File: src/rtl/array_loader.sv
// array_loader: streams valid/ready fixed-point words into an array
// write port at consecutive addresses, one LENGTH-word load per start.
module array_loader #(
    parameter int ADDR_BITS  = 2,
    parameter int DATA_WIDTH = 16,
    parameter int LENGTH     = 2 ** ADDR_BITS
) (
    input  logic                         clk,
    input  logic                         rst,
    input  logic                         start,
    input  logic                         abort,
    input  logic                         in_valid,
    input  logic signed [DATA_WIDTH-1:0] in_data,
    output logic                         in_ready,
    output logic                         wr_en,
    output logic [ADDR_BITS-1:0]         wr_addr,
    output logic signed [DATA_WIDTH-1:0] wr_data,
    input  logic                         wr_ready,
    output logic                         busy,
    output logic                         done,
    output logic [ADDR_BITS:0]           count
);

    if (LENGTH < 1 || LENGTH > 2 ** ADDR_BITS) begin : g_bad_length
        $error("array_loader: LENGTH out of range");
    end

    typedef enum logic [1:0] {
        IDLE,
        LOAD,
        DONE
    } state_t;

    localparam logic [ADDR_BITS:0] LEN = (ADDR_BITS + 1)'(LENGTH);

    state_t               state;
    logic [ADDR_BITS:0]   accepted;
    logic [ADDR_BITS-1:0] next_addr;
    logic                 accept;
    logic                 handshake;

    // The output stage is one register deep, so a new word fits
    // whenever it is empty or being drained this cycle.
    assign in_ready = (state == LOAD)
                   && (accepted < LEN)
                   && (!wr_en || wr_ready);

    assign accept    = in_valid && in_ready;
    assign handshake = wr_en && wr_ready;

    always_ff @(posedge clk or negedge rst) begin
        if (!rst) begin
            state     <= IDLE;
            accepted  <= '0;
            next_addr <= '0;
            wr_en     <= 1'b0;
            wr_addr   <= '0;
            wr_data   <= '0;
            busy      <= 1'b0;
            done      <= 1'b0;
            count     <= '0;
        end else begin
            unique case (state)
                IDLE: begin
                    if (start) begin
                        state     <= LOAD;
                        busy      <= 1'b1;
                        accepted  <= '0;
                        next_addr <= '0;
                        count     <= '0;
                    end
                end
                LOAD: begin
                    if (abort) begin
                        state <= IDLE;
                        busy  <= 1'b0;
                        wr_en <= 1'b0;
                    end else begin
                        if (accept) begin
                            wr_en     <= 1'b1;
                            wr_addr   <= next_addr;
                            wr_data   <= in_data;
                            next_addr <= next_addr + 1'b1;
                            accepted  <= accepted + 1'b1;
                        end else if (handshake) begin
                            wr_en <= 1'b0;
                        end
                        if (handshake) begin
                            count <= count + 1'b1;
                        end
                        if (handshake && count == LEN - 1'b1) begin
                            state <= DONE;
                            busy  <= 1'b0;
                            done  <= 1'b1;
                        end
                    end
                end
                DONE: begin
                    state <= IDLE;
                    done  <= 1'b0;
                end
                default: begin
                    state <= IDLE;
                    busy  <= 1'b0;
                    done  <= 1'b0;
                    wr_en <= 1'b0;
                end
            endcase
        end
    end

endmodule

File: config.mk
export PLATFORM = sky130hd
export DESIGN_NAME = array_loader
export DESIGN_NICKNAME = d
export VERILOG_FILES = /design/src/rtl/array_loader.sv
export SDC_FILE = /design/constraint.sdc
export NUM_CORES = 1
export LEC_CHECK = 0
export CORE_ASPECT_RATIO = 1.2
export CORE_UTILIZATION = 41
export CTS_BUF_LIST = sky130_fd_sc_hd__clkbuf_4 sky130_fd_sc_hd__clkbuf_8
export CTS_CLUSTER_DIAMETER = 80
export CTS_CLUSTER_SIZE = 30
export DETAILED_ROUTE_END_ITERATION = 8
export PLACE_DENSITY = 0.74
export SETUP_SLACK_MARGIN = 0.1
export SYNTH_ARGS = -nofsm -noshare
export SYNTH_HDL_FRONTEND = slang
export SYNTH_SLANG_ARGS = --single-unit
File: constraint.sdc
create_clock -name clk -period 1.75 [get_ports clk]
set_input_delay 0.525 -clock clk [delete_from_list [all_inputs] [get_ports clk]]
set_output_delay 0.525 -clock clk [all_outputs]
set_load 0.01 [all_outputs]
==> flow_summary.json, run 1 <==
{
  "syn-num-nets": 125,
  "seq_area_frac_synth_pct": 58.7,
  "irDropWorstVdd_v": 0.000954,
  "first_iter_violations": 21,
  "fp.coreArea_um2": 3060,
  "wl_per_cell_um": 14.9,
  "synth-simple-area-share_pct": 9.47,
  "viasPerCell": 5.06,
  "clock-root-buffer": "clkbuf_4",
  "grt_pass1_wl_mm": 4.86,
  "crit_path_start_kind": "register",
  "cts_inserted_buffers": 5,
  "dr.pass1.iters": 4,
  "endpoint_kind": "register",
  "antenna_left": 0,
  "hold_violations": 0,
  "synth_top_family_by_area": "multiplexers",
  "cpPeakStageDelay_ns": 0.41,
  "r2r_end": "wr_data[10]$_DFFE_PN0P_",
  "maxSlewHeadroom_pct": 74.3,
  "power.leakage_nw": 1.09,
  "drive_gt1_share_pct": 36.6,
  "cts.clk_slew.worst_paths_ns": 0.10,
  "r2r_cells": 6,
  "route.detailed.drc": 0,
  "clk_path_buf_depth": 2,
  "synth_mux_area_share_pct": 17.9,
  "drt_wl_total_mm": 3.15,
  "crit_slowest_cell": "dfrtp_1",
  "status": "finished, violations left",
  "rows": 22,
  "violations": "setup timing",
  "synth_xor_area_share_pct": 0,
  "ys_types": 22,
  "crit_type": "reg -> reg",
  "use_met1_pct": 22.6,
  "numClockSinks": 31,
  "p_per_area_nw_per_um2": 1280,
  "grtUsageTotal_pct": 19.8,
  "max_freq_ghz": 0.565,
  "final_util_pct": 72.6,
  "path_common_cell": "buf_6",
  "syn_area_um2": 1320,
  "die_x_um": 53.8,
  "min_from": "wr_data[7]$_DFFE_PN0P_",
  "setup_viol": 7,
  "syn_avg_cell_area_um2": 13.2,
  "critPathBufInv": 3,
  "antenna_found_initial": 0,
  "fin_crit_ns": 1.77,
  "required_ns": 1.96,
  "rsz0062_at_grt": "yes",
  "tightest_slew_ns": 0.386,
  "grt_max_degree": 32,
  "synth_compound_area_share_pct": 7.39,
  "die_y_um": 64.2,
  "crit_family": "simple AND/OR/NAND/NOR gates",
  "synth_adder_area_share_pct": 2.84,
  "r2r_slack_ns": -0.02,
  "critPathArrivalTime_ns": 1.98,
  "layout_common_cells": "31 x dfrtp_1, 25 x dlygate4sd2_1, 18 x mux2_4, 18 x clkdlybuf4s50_1, 16 x buf_4",
  "holdPathEnd": "wr_data[7]$_DFFE_PN0P_",
  "ff_latch_area_um2": 776,
  "ys_seq_elements": 31,
  "cap_violations": 0,
  "critical_path_peak_fanout": 6,
  "cts_tree": "built",
  "r2r-start": "state[1]$_DFFE_PN0P_",
  "grtUsageMet2_pct": 33.3,
  "skew_ns": 0.0136,
  "die_area_um2": 3450,
  "slew_violations": 0,
  "hold_path_depth": 1,
  "nNetsFinal": 199,
  "setup_ws_ns": -0.0189,
  "fillers": 218,
  "cts_max_level": 2,
  "diodes": 0,
  "mostFrequentLayoutCell": "dfrtp_1",
  "crit_chain": "buf_6 -> and4bb_1 -> nor3b_4 -> buf_6 -> clkbuf_16 -> mux2_4",
  "io_pins": 47,
  "grt_overflow": 0,
  "clock_latency_ns": 0.33,
  "netlist_instances": 100,
  "post-route-period-util_pct": 101,
  "grt_util_met3_pct": 7.38,
  "dr_total_vias": 1067,
  "place_ws_ns": -0.592,
  "gr-max-usage-layer": "met2",
  "hold_buffers": 0,
  "io_buffers": 46,
  "synthToLayoutAreaGrowth_pct": 67.8,
  "multi_input_area_um2": 608,
  "globalplace.congestion": 0.807,
  "hold_path_class": "reg -> reg",
  "yosysWarnings": 0,
  "start_util_pct": 43.2,
  "hpwl_mm": 1.98,
  "grt_pass1_vias": 1083
}
==> cell usage after synthesis <==
master     n  share of area (%)
mux2_2    20                 17
nor3_1     2               0.76
inv_1      4                1.1
a41oi_1    1               0.66
mux2_1     1               0.85
a21oi_1    6                2.3
dfrtp_1   31                 59
o31ai_1    1               0.57
nand3_1    2               0.76
nor2b_1    2               0.95
nand2b_1   2               0.95
buf_6      3                2.6
o21a_1     1               0.57
a21o_1     2                1.1
and4bb_1   1               0.95
nor2_1     9                2.6
nand3b_1   1               0.57
a31o_1     1               0.66
nand2_1    2               0.57
o21ai_0    4                1.5
ha_1       3                2.8
nor3b_4    1                1.4
==> worst max-delay path by stage <==
stage                                     from                      end  slack [ns]  cells after the start
after global placement                wr_ready                 in_ready       -0.59                      4
after floorplan                          abort  wr_data[10]$_DFFE_PN0P_       0.009                      4
after detailed placement              wr_ready                 in_ready       -0.59                      4
after CTS                 state[1]$_DFFE_PN0P_                 in_ready       -0.03                      3
after global routing      state[1]$_DFFE_PN0P_  wr_data[10]$_DFFE_PN0P_       -0.09                      6
final                     state[1]$_DFFE_PN0P_  wr_data[10]$_DFFE_PN0P_       -0.02                      6
==> sequential cells by signal (all words and copies together), names as in the netlist <==
| name | cells |
|---|---|
| accepted | 3 |
| busy | 1 |
| count | 3 |
| done | 1 |
| next_addr | 2 |
| state | 2 |
| wr_addr | 2 |
| wr_data | 16 |
| wr_en | 1 |
==> cells by family after synthesis <==
family                   count (synthesis)
flip-flops                              31
buffers and inverters                    7
AO/OA/AOI/OAI                           16
adder cells (fa/ha/maj)                  3
AND/OR/NAND/NOR                         22
multiplexers                            21
==> cell type report <==
class                           count  area share [%]
Sequential cell                    31            35.0
Tap cell                           36            2.03
Timing Repair Buffer               70            31.0
Multi-Input combinational cell     62            27.4
Inverter                            4           0.677
Clock inverter                      2            1.58
Clock buffer                        6            2.31
==> report_power, final <==
group | internal [mW] | total [mW] | leakage (nW) | switching (mW)
Combinational | 0.686 | 1.13 | 0.658 | 0.441
Clock | 0.337 | 0.574 | 0.0482 | 0.237
Sequential | 0.969 | 1.13 | 0.383 | 0.165
==> per-stage QoR <==
step / TNS [ns] / std cells / cell area [µm²] / hold slack (ns) / total power, mW
global route: -1.08 / 211 / 2220 / 0.522 / 3.03
global placement: -9.67 / 194 / 1930 / 0.460 / 2.20
CTS: -0.282 / 205 / 2060 / 0.492 / 2.70
floorplan: 0 / 100 / 1340 / 0.229 / 1.60
finish: -0.0786 / 211 / 2220 / 0.504 / 2.84
detailed placement: -9.97 / 194 / 1930 / 0.478 / 2.25
==> timing repair <==
action,in CTS,in global routing
pin swaps,1,4
gates cloned,2,1
endpoints found under the setup margin,48,29
resized for setup,34,29
setup buffers,1,5
==> layer usage <==
layer / share of wire (%) / routed length, µm
met1: 41 / 1290
met2: 50 / 1590
met3: 7.6 / 239
met4: 0.86 / 27
met5: 0 / 0
No activity file was read; power rests on OpenSTA's default activity.
==> run 2, diff against run 1 <==
Settings changed: ABC_CLOCK_PERIOD_IN_PS set to 1750.
==> results of run 2 <==
Same layout as run 1: the final DEF is identical, and so are final timing and power.
==> run 3, diff against run 2 <==
Settings changed: CELL_PAD_IN_SITES_DETAIL_PLACEMENT set to 2, CELL_PAD_IN_SITES_GLOBAL_PLACEMENT set to 2, CORE_UTILIZATION 41 to 26, PLACE_DENSITY 0.74 to 0.73.
==> run 3 against run 2 <==
The run still ends with setup timing left. Via count rose by 3.5%. Clock power hardly changed. Cell area grew 3.8%. Critical path depth up 1. Cell count rose by 12%. Die area is 56% higher. Critical path type unchanged. Largest cell class unchanged. Clock skew is 0.0011 ns lower. Worst setup slack got worse by 0.079 ns. Global-route usage fell by 2.3 points.
==> flow_summary.json, run 3 (synthesis results as in run 1) <==
{
  "crit_path_start_kind": "register",
  "hold_buffers": 0,
  "place_ws_ns": -0.626,
  "die_x_um": 67.1,
  "setup_viol": 20,
  "grt_max_degree": 32,
  "power.leakage_nw": 1.11,
  "required_ns": 1.92,
  "clockPowerShare_pct": 19.6,
  "crit_type": "reg -> reg",
  "hold_path_class": "reg -> reg",
  "antenna_left": 0,
  "r2r-start": "state[1]$_DFFE_PN0P_",
  "numClockSinks": 31,
  "irDropWorstVdd_v": 0.000498,
  "hpwl_mm": 2.70,
  "placed_area_um2": 1980,
  "holdWs_ns": 0.504,
  "hold_path_depth": 1,
  "cts_max_level": 2,
  "holdPathEnd": "wr_data[4]$_DFFE_PN0P_",
  "io_buffers": 46,
  "fp.coreArea_um2": 4900,
  "slew_violations": 0,
  "seq_power_share_pct": 39.7,
  "max_freq_ghz": 0.541,
  "r2r_cells": 7,
  "max_flop_register": "wr_data",
  "grt_pass1_vias": 1261,
  "fin_crit_ns": 1.85,
  "skew_ns": 0.0126,
  "nNetsFinal": 201,
  "r2r_end": "wr_data[15]$_DFFE_PN0P_",
  "setup_ws_ns": -0.0977,
  "cts_inserted_buffers": 5,
  "synthToLayoutAreaGrowth_pct": 74.2,
  "io_pins": 47,
  "status": "finished, violations left",
  "clock_latency_ns": 0.29,
  "largestRegisters": "wr_data x16, accepted x3, count x3",
  "first_iter_violations": 15,
  "p_sw_mw": 0.925,
  "cts.clk_slew.worst_paths_ns": 0.07,
  "cts_tree": "built",
  "r2r_slack_ns": -0.1,
  "post-route-period-util_pct": 106,
  "cap_violations": 0,
  "placed_cells": 218,
  "finalNonFillerCells": 237,
  "clock-root-buffer": "clkbuf_8",
  "min_from": "wr_data[4]$_DFFE_PN0P_",
  "wl_per_cell_um": 17.9,
  "violations": "setup timing",
  "critPathArrivalTime_ns": 2.01,
  "maxSlewHeadroom_pct": 80.8,
  "largest_reg_flops": 16,
  "endpoint_kind": "register",
  "diodes": 0,
  "grt_overflow": 0,
  "die_area_um2": 5370,
  "route.detailed.drc": 0,
  "mostFrequentLayoutCell": "dfrtp_1",
  "switching_share_pct": 31.6,
  "viasPerCell": 4.66,
  "grt_pass1_wl_mm": 6.69,
  "rows": 28,
  "tightest_slew_ns": 0.288,
  "start_util_pct": 26.9,
  "grtUsageTotal_pct": 17.6,
  "comb_power_share_pct": 40.7,
  "p_int_mw": 2.00,
  "dr_total_vias": 1104,
  "hold_violations": 0,
  "critical_path_peak_fanout": 6,
  "fillers": 511,
  "design_area_um2": 2300,
  "antenna_found_initial": 0,
  "die_y_um": 80.1,
  "globalplace.congestion": 0.751,
  "p_per_area_nw_per_um2": 1270,
  "layout_common_cells": "31 x dfrtp_1, 25 x dlygate4sd2_1, 18 x mux2_4, 18 x clkdlybuf4s50_1, 16 x buf_4",
  "drt_wl_total_mm": 4.24,
  "drive_gt1_share_pct": 38.4,
  "clk_path_buf_depth": 2,
  "dr.pass1.iters": 4,
  "rsz0062_at_grt": "yes"
}
run 3: cell types whose count changed in the layout (fill, tap and decap cells not counted), moves of 2 or more:
| cell | change |
|---|---|
| clkbuf_4 | -3 |
| a21oi_1 | -2 |
| clkdlybuf4s15_1 | +2 |
| nor2b_4 | +2 |
| clkbuf_8 | +4 |
| a21oi_2 | +3 |
run 3: how the worst max path moves through the flow:
| stage | start | slack [ns] | to |
|---|---|---|---|
| 2_1_floorplan | abort | 0.009 | wr_data[10]$_DFFE_PN0P_ |
| 3_3_place_gp | wr_ready | -0.51 | in_ready |
| 3_5_place_dp | wr_ready | -0.63 | in_ready |
| 4_1_cts | state[1]$_DFFE_PN0P_ | -0.05 | wr_data[15]$_DFFE_PN0P_ |
| 5_1_grt | state[1]$_DFFE_PN0P_ | -0.15 | wr_data[15]$_DFFE_PN0P_ |
| 6_report | state[1]$_DFFE_PN0P_ | -0.1 | wr_data[15]$_DFFE_PN0P_ |
run 3: power by group through the flow:
stage	sequential [mW]	clock (mW)	combinational, mW
after CTS	1.14	0.589	1.16
after detailed placement	1.16	0	1.15
final	1.16	0.573	1.19
after global placement	1.13	0	1.10
after floorplan	1.23	0	0.370
after global routing	1.19	0.619	1.29
run 3: layout make-up:
cell class / count / area (µm²) / share of cell area [%]
inverters: 4 / 15.0 / 0.652
multi-input cells: 62 / 621 / 27.0
clock inverters: 1 / 5.00 / 0.217
well taps: 60 / 75.1 / 3.26
repair buffers: 72 / 727 / 31.6
clock buffers: 7 / 83.8 / 3.64
flip-flops and latches: 31 / 776 / 33.7
run 3: through the flow:
step,setup TNS (ns),utilization (%),total power [mW]
after floorplan,0,-,1.60
after global placement,-9.89,40.3,2.23
after detailed placement,-11.33,40.3,2.31
after CTS,-0.543,46.2,2.90
after global routing,-2.74,46.9,3.10
final,-1.55,46.9,2.92
run 3: per-layer routing:
layer,wire (µm),vias up,GRT usage [%]
met2,2340,28,31.7
met4,54,0,5.74
met5,0,-,0
met1,1660,567,19.7
met3,183,5,4.12
li1,-,504,-
run 3: repair_timing:
item / CTS / global route
setup buffers: 8 / 0
endpoints found under the setup margin: 51 / 28
pin swaps: 5 / 2
gates resized for setup: 61 / 11
gates cloned: 3 / 0
run 3: worst max-delay path, cell delays in order, from the launching register on:
cell	delay [ns]
dfrtp_1	0.39
buf_6	0.12
and4bb_1	0.29
nor3b_4	0.22
buf_4	0.14
buf_6	0.12
buf_12	0.13
mux2_4	0.30
